`src/rtl/alu_seq_ctrl_if.sv`:
```
// Command/result bundle between decode, the ALU sequencer and the ALU datapath.
interface alu_seq_ctrl_if #(
   parameter int BUS_WIDTH = 8
);
   logic                 cmd_valid;
   logic                 cmd_ready;
   logic [1:0]           cmd_op;
   logic                 flush;
   logic [4:0]           reg_en;
   logic                 f_add;
   logic                 f_load;
   logic [BUS_WIDTH-1:0] alu_result;
   logic                 res_valid;
   logic                 res_ready;
   logic [BUS_WIDTH-1:0] res_data;
   logic                 busy;

   modport master (
      output cmd_valid, cmd_op, flush, alu_result, res_ready,
      input  cmd_ready, reg_en, f_add, f_load, res_valid, res_data, busy
   );

   modport slave (
      input  cmd_valid, cmd_op, flush, alu_result, res_ready,
      output cmd_ready, reg_en, f_add, f_load, res_valid, res_data, busy
   );
endinterface

```
`src/rtl/alu_seq_ctrl.sv`:
```
// ALU control sequencer: walks register stages A/B, C/D, E, settles, captures the result.
// Optional ALU_SEQ_PERF_EN adds a 16-bit completed-result counter port op_count.
module alu_seq_ctrl #(
   parameter int BUS_WIDTH = 8,
   parameter int WAIT_CYC  = 1
) (
   input  logic        clk,
   input  logic        rst,
`ifdef ALU_SEQ_PERF_EN
   output logic [15:0] op_count,
`endif
   alu_seq_ctrl_if.slave bus
);

   typedef enum logic [2:0] {
      IDLE,
      S_AB,
      S_CD,
      S_E,
      S_WAIT,
      S_DONE
   } state_t;

   localparam logic [1:0] OP_NOP  = 2'b00;
   localparam logic [1:0] OP_LOAD = 2'b01;
   localparam logic [1:0] OP_ADDI = 2'b10;
   localparam logic [1:0] OP_MAC  = 2'b11;
   localparam logic [3:0] WAIT_INIT = 4'(WAIT_CYC - 1);

   state_t               state_reg;
   logic [1:0]           op_q;
   logic [3:0]           wait_cnt_reg;
   logic                 f_add_reg;
   logic                 f_load_reg;
   logic [BUS_WIDTH-1:0] res_data_reg;

   always_ff @(posedge clk or posedge rst) begin
      if (rst) begin
         state_reg    <= IDLE;
         op_q         <= OP_NOP;
         wait_cnt_reg <= 4'd0;
         f_add_reg    <= 1'b0;
         f_load_reg   <= 1'b0;
         res_data_reg <= '0;
      end else if (bus.flush) begin
         // Abort wins over everything; the last captured result is kept.
         state_reg  <= IDLE;
         f_add_reg  <= 1'b0;
         f_load_reg <= 1'b0;
      end else begin
         case (state_reg)
            IDLE: begin
               if (bus.cmd_valid) begin
                  op_q       <= bus.cmd_op;
                  f_add_reg  <= (bus.cmd_op == OP_ADDI);
                  f_load_reg <= (bus.cmd_op == OP_LOAD);
                  case (bus.cmd_op)
                     OP_MAC, OP_ADDI: state_reg <= S_AB;
                     OP_LOAD:         state_reg <= S_E;
                     default:         state_reg <= S_DONE;
                  endcase
               end
            end
            S_AB: state_reg <= S_CD;
            S_CD: state_reg <= S_E;
            S_E: begin
               state_reg    <= S_WAIT;
               wait_cnt_reg <= WAIT_INIT;
            end
            S_WAIT: begin
               if (wait_cnt_reg == 4'd0) begin
                  state_reg <= S_DONE;
                  if (op_q != OP_NOP) begin
                     res_data_reg <= bus.alu_result;
                  end
               end else begin
                  wait_cnt_reg <= wait_cnt_reg - 4'd1;
               end
            end
            S_DONE: begin
               if (bus.res_ready) begin
                  state_reg  <= IDLE;
                  f_add_reg  <= 1'b0;
                  f_load_reg <= 1'b0;
               end
            end
            default: state_reg <= IDLE;
         endcase
      end
   end

   always_comb begin
      bus.reg_en = 5'b00000;
      case (state_reg)
         S_AB:    bus.reg_en = 5'b00011;
         S_CD:    bus.reg_en = 5'b01100;
         S_E:     bus.reg_en = 5'b10000;
         default: bus.reg_en = 5'b00000;
      endcase
   end

   assign bus.cmd_ready = (state_reg == IDLE);
   assign bus.busy      = (state_reg != IDLE);
   assign bus.res_valid = (state_reg == S_DONE);
   assign bus.f_add     = f_add_reg;
   assign bus.f_load    = f_load_reg;
   assign bus.res_data  = res_data_reg;

`ifdef ALU_SEQ_PERF_EN
   logic [15:0] op_count_reg;

   // Counts result handshakes; survives flush, wraps naturally.
   always_ff @(posedge clk or posedge rst) begin
      if (rst) begin
         op_count_reg <= 16'd0;
      end else if (bus.res_valid && bus.res_ready) begin
         op_count_reg <= op_count_reg + 16'd1;
      end
   end

   assign op_count = op_count_reg;
`endif

endmodule

```
`src/flat_wrapper.sv`:
```
// flat-port wrapper written by rule: the top's interface ports become plain ports
module alu_seq_ctrl_flat 
#(
   parameter int BUS_WIDTH = 8,
   parameter int WAIT_CYC  = 1
)
  (clk, rst, bus_cmd_valid, bus_cmd_op, bus_flush, bus_alu_result, bus_res_ready, bus_cmd_ready, bus_reg_en, bus_f_add, bus_f_load, bus_res_valid, bus_res_data, bus_busy);
  alu_seq_ctrl_if #(.BUS_WIDTH(BUS_WIDTH)) bus_i ();
  input  logic clk;
  input  logic rst;
  input wire logic [$bits(bus_i.cmd_valid)-1:0] bus_cmd_valid;
  input wire logic [$bits(bus_i.cmd_op)-1:0] bus_cmd_op;
  input wire logic [$bits(bus_i.flush)-1:0] bus_flush;
  input wire logic [$bits(bus_i.alu_result)-1:0] bus_alu_result;
  input wire logic [$bits(bus_i.res_ready)-1:0] bus_res_ready;
  output wire logic [$bits(bus_i.cmd_ready)-1:0] bus_cmd_ready;
  output wire logic [$bits(bus_i.reg_en)-1:0] bus_reg_en;
  output wire logic [$bits(bus_i.f_add)-1:0] bus_f_add;
  output wire logic [$bits(bus_i.f_load)-1:0] bus_f_load;
  output wire logic [$bits(bus_i.res_valid)-1:0] bus_res_valid;
  output wire logic [$bits(bus_i.res_data)-1:0] bus_res_data;
  output wire logic [$bits(bus_i.busy)-1:0] bus_busy;
  assign bus_i.cmd_valid = bus_cmd_valid;
  assign bus_i.cmd_op = bus_cmd_op;
  assign bus_i.flush = bus_flush;
  assign bus_i.alu_result = bus_alu_result;
  assign bus_i.res_ready = bus_res_ready;
  assign bus_cmd_ready = bus_i.cmd_ready;
  assign bus_reg_en = bus_i.reg_en;
  assign bus_f_add = bus_i.f_add;
  assign bus_f_load = bus_i.f_load;
  assign bus_res_valid = bus_i.res_valid;
  assign bus_res_data = bus_i.res_data;
  assign bus_busy = bus_i.busy;
  alu_seq_ctrl #(.BUS_WIDTH(BUS_WIDTH), .WAIT_CYC(WAIT_CYC)) u_core (.clk(clk), .rst(rst), .bus(bus_i));
endmodule
```
`config.mk`:
```
export PLATFORM = sky130hd
export DESIGN_NAME = alu_seq_ctrl_flat
export DESIGN_NICKNAME = d
export VERILOG_FILES = /design/src/rtl/alu_seq_ctrl_if.sv /design/src/rtl/alu_seq_ctrl.sv /design/src/flat_wrapper.sv
export SDC_FILE = /design/constraint.sdc
export NUM_CORES = 1
export LEC_CHECK = 0
export CAP_MARGIN = 20
export CORE_MARGIN = 3
export CORE_UTILIZATION = 40
export CTS_CLUSTER_DIAMETER = 200
export DETAILED_ROUTE_END_ITERATION = 7
export GPL_TIMING_DRIVEN = 0
export PLACE_DENSITY = 0.75
export SLEW_MARGIN = 20
export SYNTH_ARGS = -nofsm -noshare
export SYNTH_HDL_FRONTEND = slang
export SYNTH_SLANG_ARGS = --single-unit
```
`constraint.sdc`:
```
create_clock -name clk -period 2.65 [get_ports clk]
set_input_delay 0.795 -clock clk [delete_from_list [all_inputs] [get_ports clk]]
set_output_delay 0.795 -clock clk [all_outputs]
set_load 0.01 [all_outputs]
```
# Word-level counts from Yosys, hierarchy flattened
# Index checks and enable logic that the tools add are counted.
[totals] register_bits=19 latchBits=0 ramBits=0 rom_bits=0 n_memories=0
[op_classes] add_sub_neg=1 mul=0 div=0 n_lt_le_gt_ge=0 eq_ne=12 shift=0 mux=16 bitwise=1 n_reduce_logical=12
[ops] cell="$pmux W3 S6" count=1
[ops] cell="$pmux W5 S3" count=1
[ops] cell="$mux W3" count=4
[ops] cell="$reduce_and A3 Y1" count=4
[ops] cell="$pmux W4 S2" count=1
[ops] cell="$eq A3 B2 Y1 const B" count=2
[ops] cell="$eq A3 B3 Y1 const B" count=2
[ops] cell="$ne A3 B3 Y1 const B" count=2
[ops] cell="$pmux W3 S2" count=1
[ops] cell="$reduce_bool A3 Y1" count=2
[ops] cell="$mux W1" count=5
[ops] cell="$eq A2 B2 Y1 const B" count=2
[ops] cell="$logic_not A4 Y1" count=1
[ops] cell="$mux W4" count=1
[ops] cell="$pmux W1 S2" count=2
[ops] cell="$reduce_and A4 Y1" count=1
[ops] cell="$reduce_bool A2 Y1" count=2
[ops] cell="$sub A4 B1 Y4 const B" count=1
[ops] cell="$eq A3 B1 Y1 const B" count=1
[ops] cell="$logic_not A3 Y1" count=1
[ops] cell="$ne A3 B2 Y1 const B" count=1
[ops] cell="$eq A2 B1 Y1 const B" count=1
[ops] cell="$ne A2 B2 Y1 const B" count=1
[ops] cell="$reduce_or A2 Y1" count=1
[ops] cell="$not A1 Y1" count=1

# Longest topological paths before layout
[logic_depth] ltp_word=6 mapped_depth=6

# Least setup slack after synthesis
# No wires, ideal clock.
[synth_timing] kind="register to output" from="reg u_core.state_reg[2]" to="out bus_reg_en[1]" arrival_ns=1.147 required_time_ns=1.855 path_slack_ns=0.708 stages_incl_launch_ff=4 path_buffers=2 path_cell_list="dfrtp_1 -> clkbuf_1 -> nor3b_1 -> buf_4"
[synth_via] elab_chain_len=2
[synth_lines] element="from (decl)" line_no="alu_seq_ctrl.sv:30" source="state_t state_reg;"
[synth_lines] element="from (signal assigned)" line_no="alu_seq_ctrl.sv:39" source="state_reg <= IDLE;"
[synth_lines] element="from (signal assigned)" line_no="alu_seq_ctrl.sv:47" source="state_reg <= IDLE;"
[synth_lines] element="from (signal assigned)" line_no="alu_seq_ctrl.sv:58" source="OP_MAC, OP_ADDI: state_reg <= S_AB;"
[synth_lines] element="$eq A3 B2 Y1 / $eq A3 B1 Y1 (equally long branches)" line_no="alu_seq_ctrl.sv:94" source="case (state_reg)"
[synth_lines] element="$pmux W5 S3 *" line_no="alu_seq_ctrl.sv:94"
[synth_lines] element="to (decl)" line_no="flat_wrapper.sv:17" source="output wire logic [$bits(bus_i.reg_en)-1:0] bus_reg_en;"
# Mark *: on every way between the ends. The rest lies on a longest branch, timed or not.

# Worst setup path in the final report
# Same ends and word-level chain as after synthesis.

==> key figures <==
Worst setup path
  • WS Path Type: flop to output port
  • CP max FO: 10
  • CP required: 1.86 ns
  • Crit path DAT: 1.78 ns
  • Worst setup EP type: output port
  • CP Launch Type: flop

Yosys
  • Top cells by count, synth: dfrtp_1, mux2_2, inv_1
  • Dominant synthesized flop cell: dfrtp_1
  • #FFs+latches synth: 19
  • Synth top area share: 0.4697
  • Synth warnings: 0
  • Post-synth top area cell: dfrtp_1
  • Synth area leaders: dfrtp_1, mux2_2, inv_1, mux2_1, nor2_1
  • Netlist Area Pre-Place: 1012 um^2
  • Number of synthesized flops with an enable pin: 0
  • Cell with the most instances after synthesis: dfrtp_1
  • Async SR Flop Fraction: 1.000
  • Syn_area_per_cell: 10.88 um^2
  • Sequential element share of the synthesized area: 0.4697
  • Synth Net Count: 109
  • Synth unique cells: 33
  • Post-Synthesis Cells: 93

STA
  • Layout Skew: 0.006648 ns
  • RSZ-0062 raised after global routing: yes
  • Final cycle utilization of the critical path: 0.9708
  • Final setup violation count: 0
  • Worst slew pin tran: 0.7328 ns
  • Fin. Hold Viols: 0
  • Fmax: 388.7 MHz
  • Slew Limit Fails: 0
  • Max-Slew Margin vs Limit: 0.5109
  • Final Critical Period: 2.573 ns
  • Hold slack: 0.5031 ns

Layout
  • Design area: 1424 um^2
  • Multi-input logic area: 479.2 um^2
  • Fillers: 205
  • Layout cells sized above 1: 0.2137
  • Ant diodes: 0
  • Max FFs per register: 8
  • FF/Latch Area: 475.5 um^2
  • Nets: 148
  • Synth-to-Final Area Change: 40.67%

Pwr
  • Peak supply drop: 448.5 uV
  • Leak Pwr: 0.6375 nW
  • Power Dens Cells: 873.7 nW/um^2

Floorplanning
  • Core area: 2297 um^2
  • Core Rows: 17
  • Initial Util: 0.4406
  • I/O pin count: 33
  • Die X: 56.31 um
  • Chip Height: 56.31 um
  • Die footprint: 3170 um^2

Global routing
  • Grt ovf: 0
  • Largest net degree at the start of global routing: 20
  • Tot GR Track Use: 0.1494
  • Initial antenna violation count: 0
  • Number of global-route vias before repair: 859
  • First-pass GRT wire length: 3767 um

Clock tree
  • Clock sinks: 19
  • CTS buffer count: 3
  • Root buf cell: clkbuf_4
  • Skew-Pair Late Insertion Delay: 0.30 ns
  • Clock Tree Buf Depth: 2
  • TritonCTS clock tree: yes
  • H-tree levels: 1
  • Clk slew on worst S/H paths: 0.11 ns

Route
  • DR vias: 850
  • Drt first pass iters: 4
  • Via density: 5.346
  • DRT antenna net count: 0
  • DR WL/cell: 13.96 um
  • # DRC: 0
  • Detailed router's first-iteration violation count: 15
  • DRT Wirelength: 2220 um

Place
  • Area after DPL: 1368 um^2
  • Final Wtd Congestion: 0.8787
  • I/O Buffers: 32
  • DP Wirelength: 1710 um

Status
  • Status: complete, no violations

Flow run
  • Max-cap violations: 0

Worst hold path
  • Hold crit path type: flop to flop
[report_power, final]
group	switching (W)	internal, W
clock	0.0000882	0.0000587
sequential	0.0000698	0.000402
combinational	0.000268	0.000357
[what timing repair did]
item | CTS | global route
endpoints found under the hold margin | 0 | 0
hold buffers | 0 | 0
setup buffers | 0 | 2
resized for setup | 4 | 3
setup endpoints to repair | 4 | 5
[cell type report]
cell class | count | share of cell area
plain buffers | 7 | 0.02900
multi-input cells | 59 | 0.3366
clock buffers | 4 | 0.01845
inverters | 8 | 0.02109
repair buffers | 34 | 0.2364
well taps | 28 | 0.02460
flip-flops and latches | 19 | 0.3339
[stage by stage]
stage,utilization,cells,TNS [ns],power [W],worst slack (ns)
2_1_floorplan,-,93,0,0.0008131,0.7081
3_3_place_gp,0.5953,153,0,0.001073,0.2252
3_5_place_dp,0.5953,153,0,0.001100,0.2334
4_1_cts,0.6111,157,0,0.001250,0.03676
5_1_grt,0.6198,159,-0.06024,0.001336,-0.02818
6_report,0.6198,159,0,0.001244,0.07737
[final timing paths]
kind | endpoint | slack, ns | cells past startpoint | from
worst max-delay path | bus_reg_en[1] | 0.08 | 4 | u_core.state_reg[2]$_DFFE_PP0P_
worst min-delay path | u_core.bus.res_data[7]$_DFFE_PP0P_ | 0.50 | 1 | u_core.bus.res_data[7]$_DFFE_PP0P_
worst max register to register | u_core.bus.res_data[4]$_DFFE_PP0P_ | 0.45 | 6 | u_core.wait_cnt_reg[0]$_DFFE_PP0P_
worst min register to register | u_core.bus.res_data[7]$_DFFE_PP0P_ | 0.50 | 1 | u_core.bus.res_data[7]$_DFFE_PP0P_
max in group asynchronous | u_core.bus.res_data[2]$_DFFE_PP0P_ | 1.28 | 2 | rst
min in group asynchronous | u_core.wait_cnt_reg[0]$_DFFE_PP0P_ | 0.91 | 2 | rst
[metal layers]
metal  share of wire  global-route usage  up-vias
met1            0.42              0.1739      422
li1                -                   -      407
met4           0.017             0.06102        0
met2            0.51              0.2621       17
met3           0.043             0.03448        4
met5               0                   0        -
[layout by cell type, fill, tap and decap left out, types with 2 or more instances in the layout]
cell type	Yosys	final
clkdlybuf4s50_1	0	30
dfrtp_1	19	19
mux2_2	10	10
inv_1	8	8
nor2_1	6	6
clkbuf_4	0	4
a21oi_1	4	4
buf_4	2	4
buf_2	3	3
nand2_1	3	3
o21ai_0	3	3
o22ai_1	3	3
nor3_1	2	2
clkbuf_1	2	2
a211oi_1	2	2
mux2_1	2	2
nand3_1	2	2
or3_1	2	2
nor3b_2	0	2
mux2i_1	2	2
[logic make-up (layout without fill, tap and decap cells)]
family	Yosys count	count (layout)	share of synthesized area
AND/OR/NAND/NOR	26	26	0.1632
flip-flops	19	19	0.4697
AO/OA/AOI/OAI	17	17	0.1199
multiplexers	15	15	0.1681
buffers and inverters	15	53	0.06674
adder cells (fa/ha/maj)	1	1	0.01236
[worst max-delay path: stages, from the launching register on]
cell             delay, ns
dfrtp_1               0.43
buf_2                 0.20
nor3b_2               0.20
buf_4                 0.13
clkdlybuf4s50_1       0.52
Note: power is estimated with default switching activity, not from simulation.
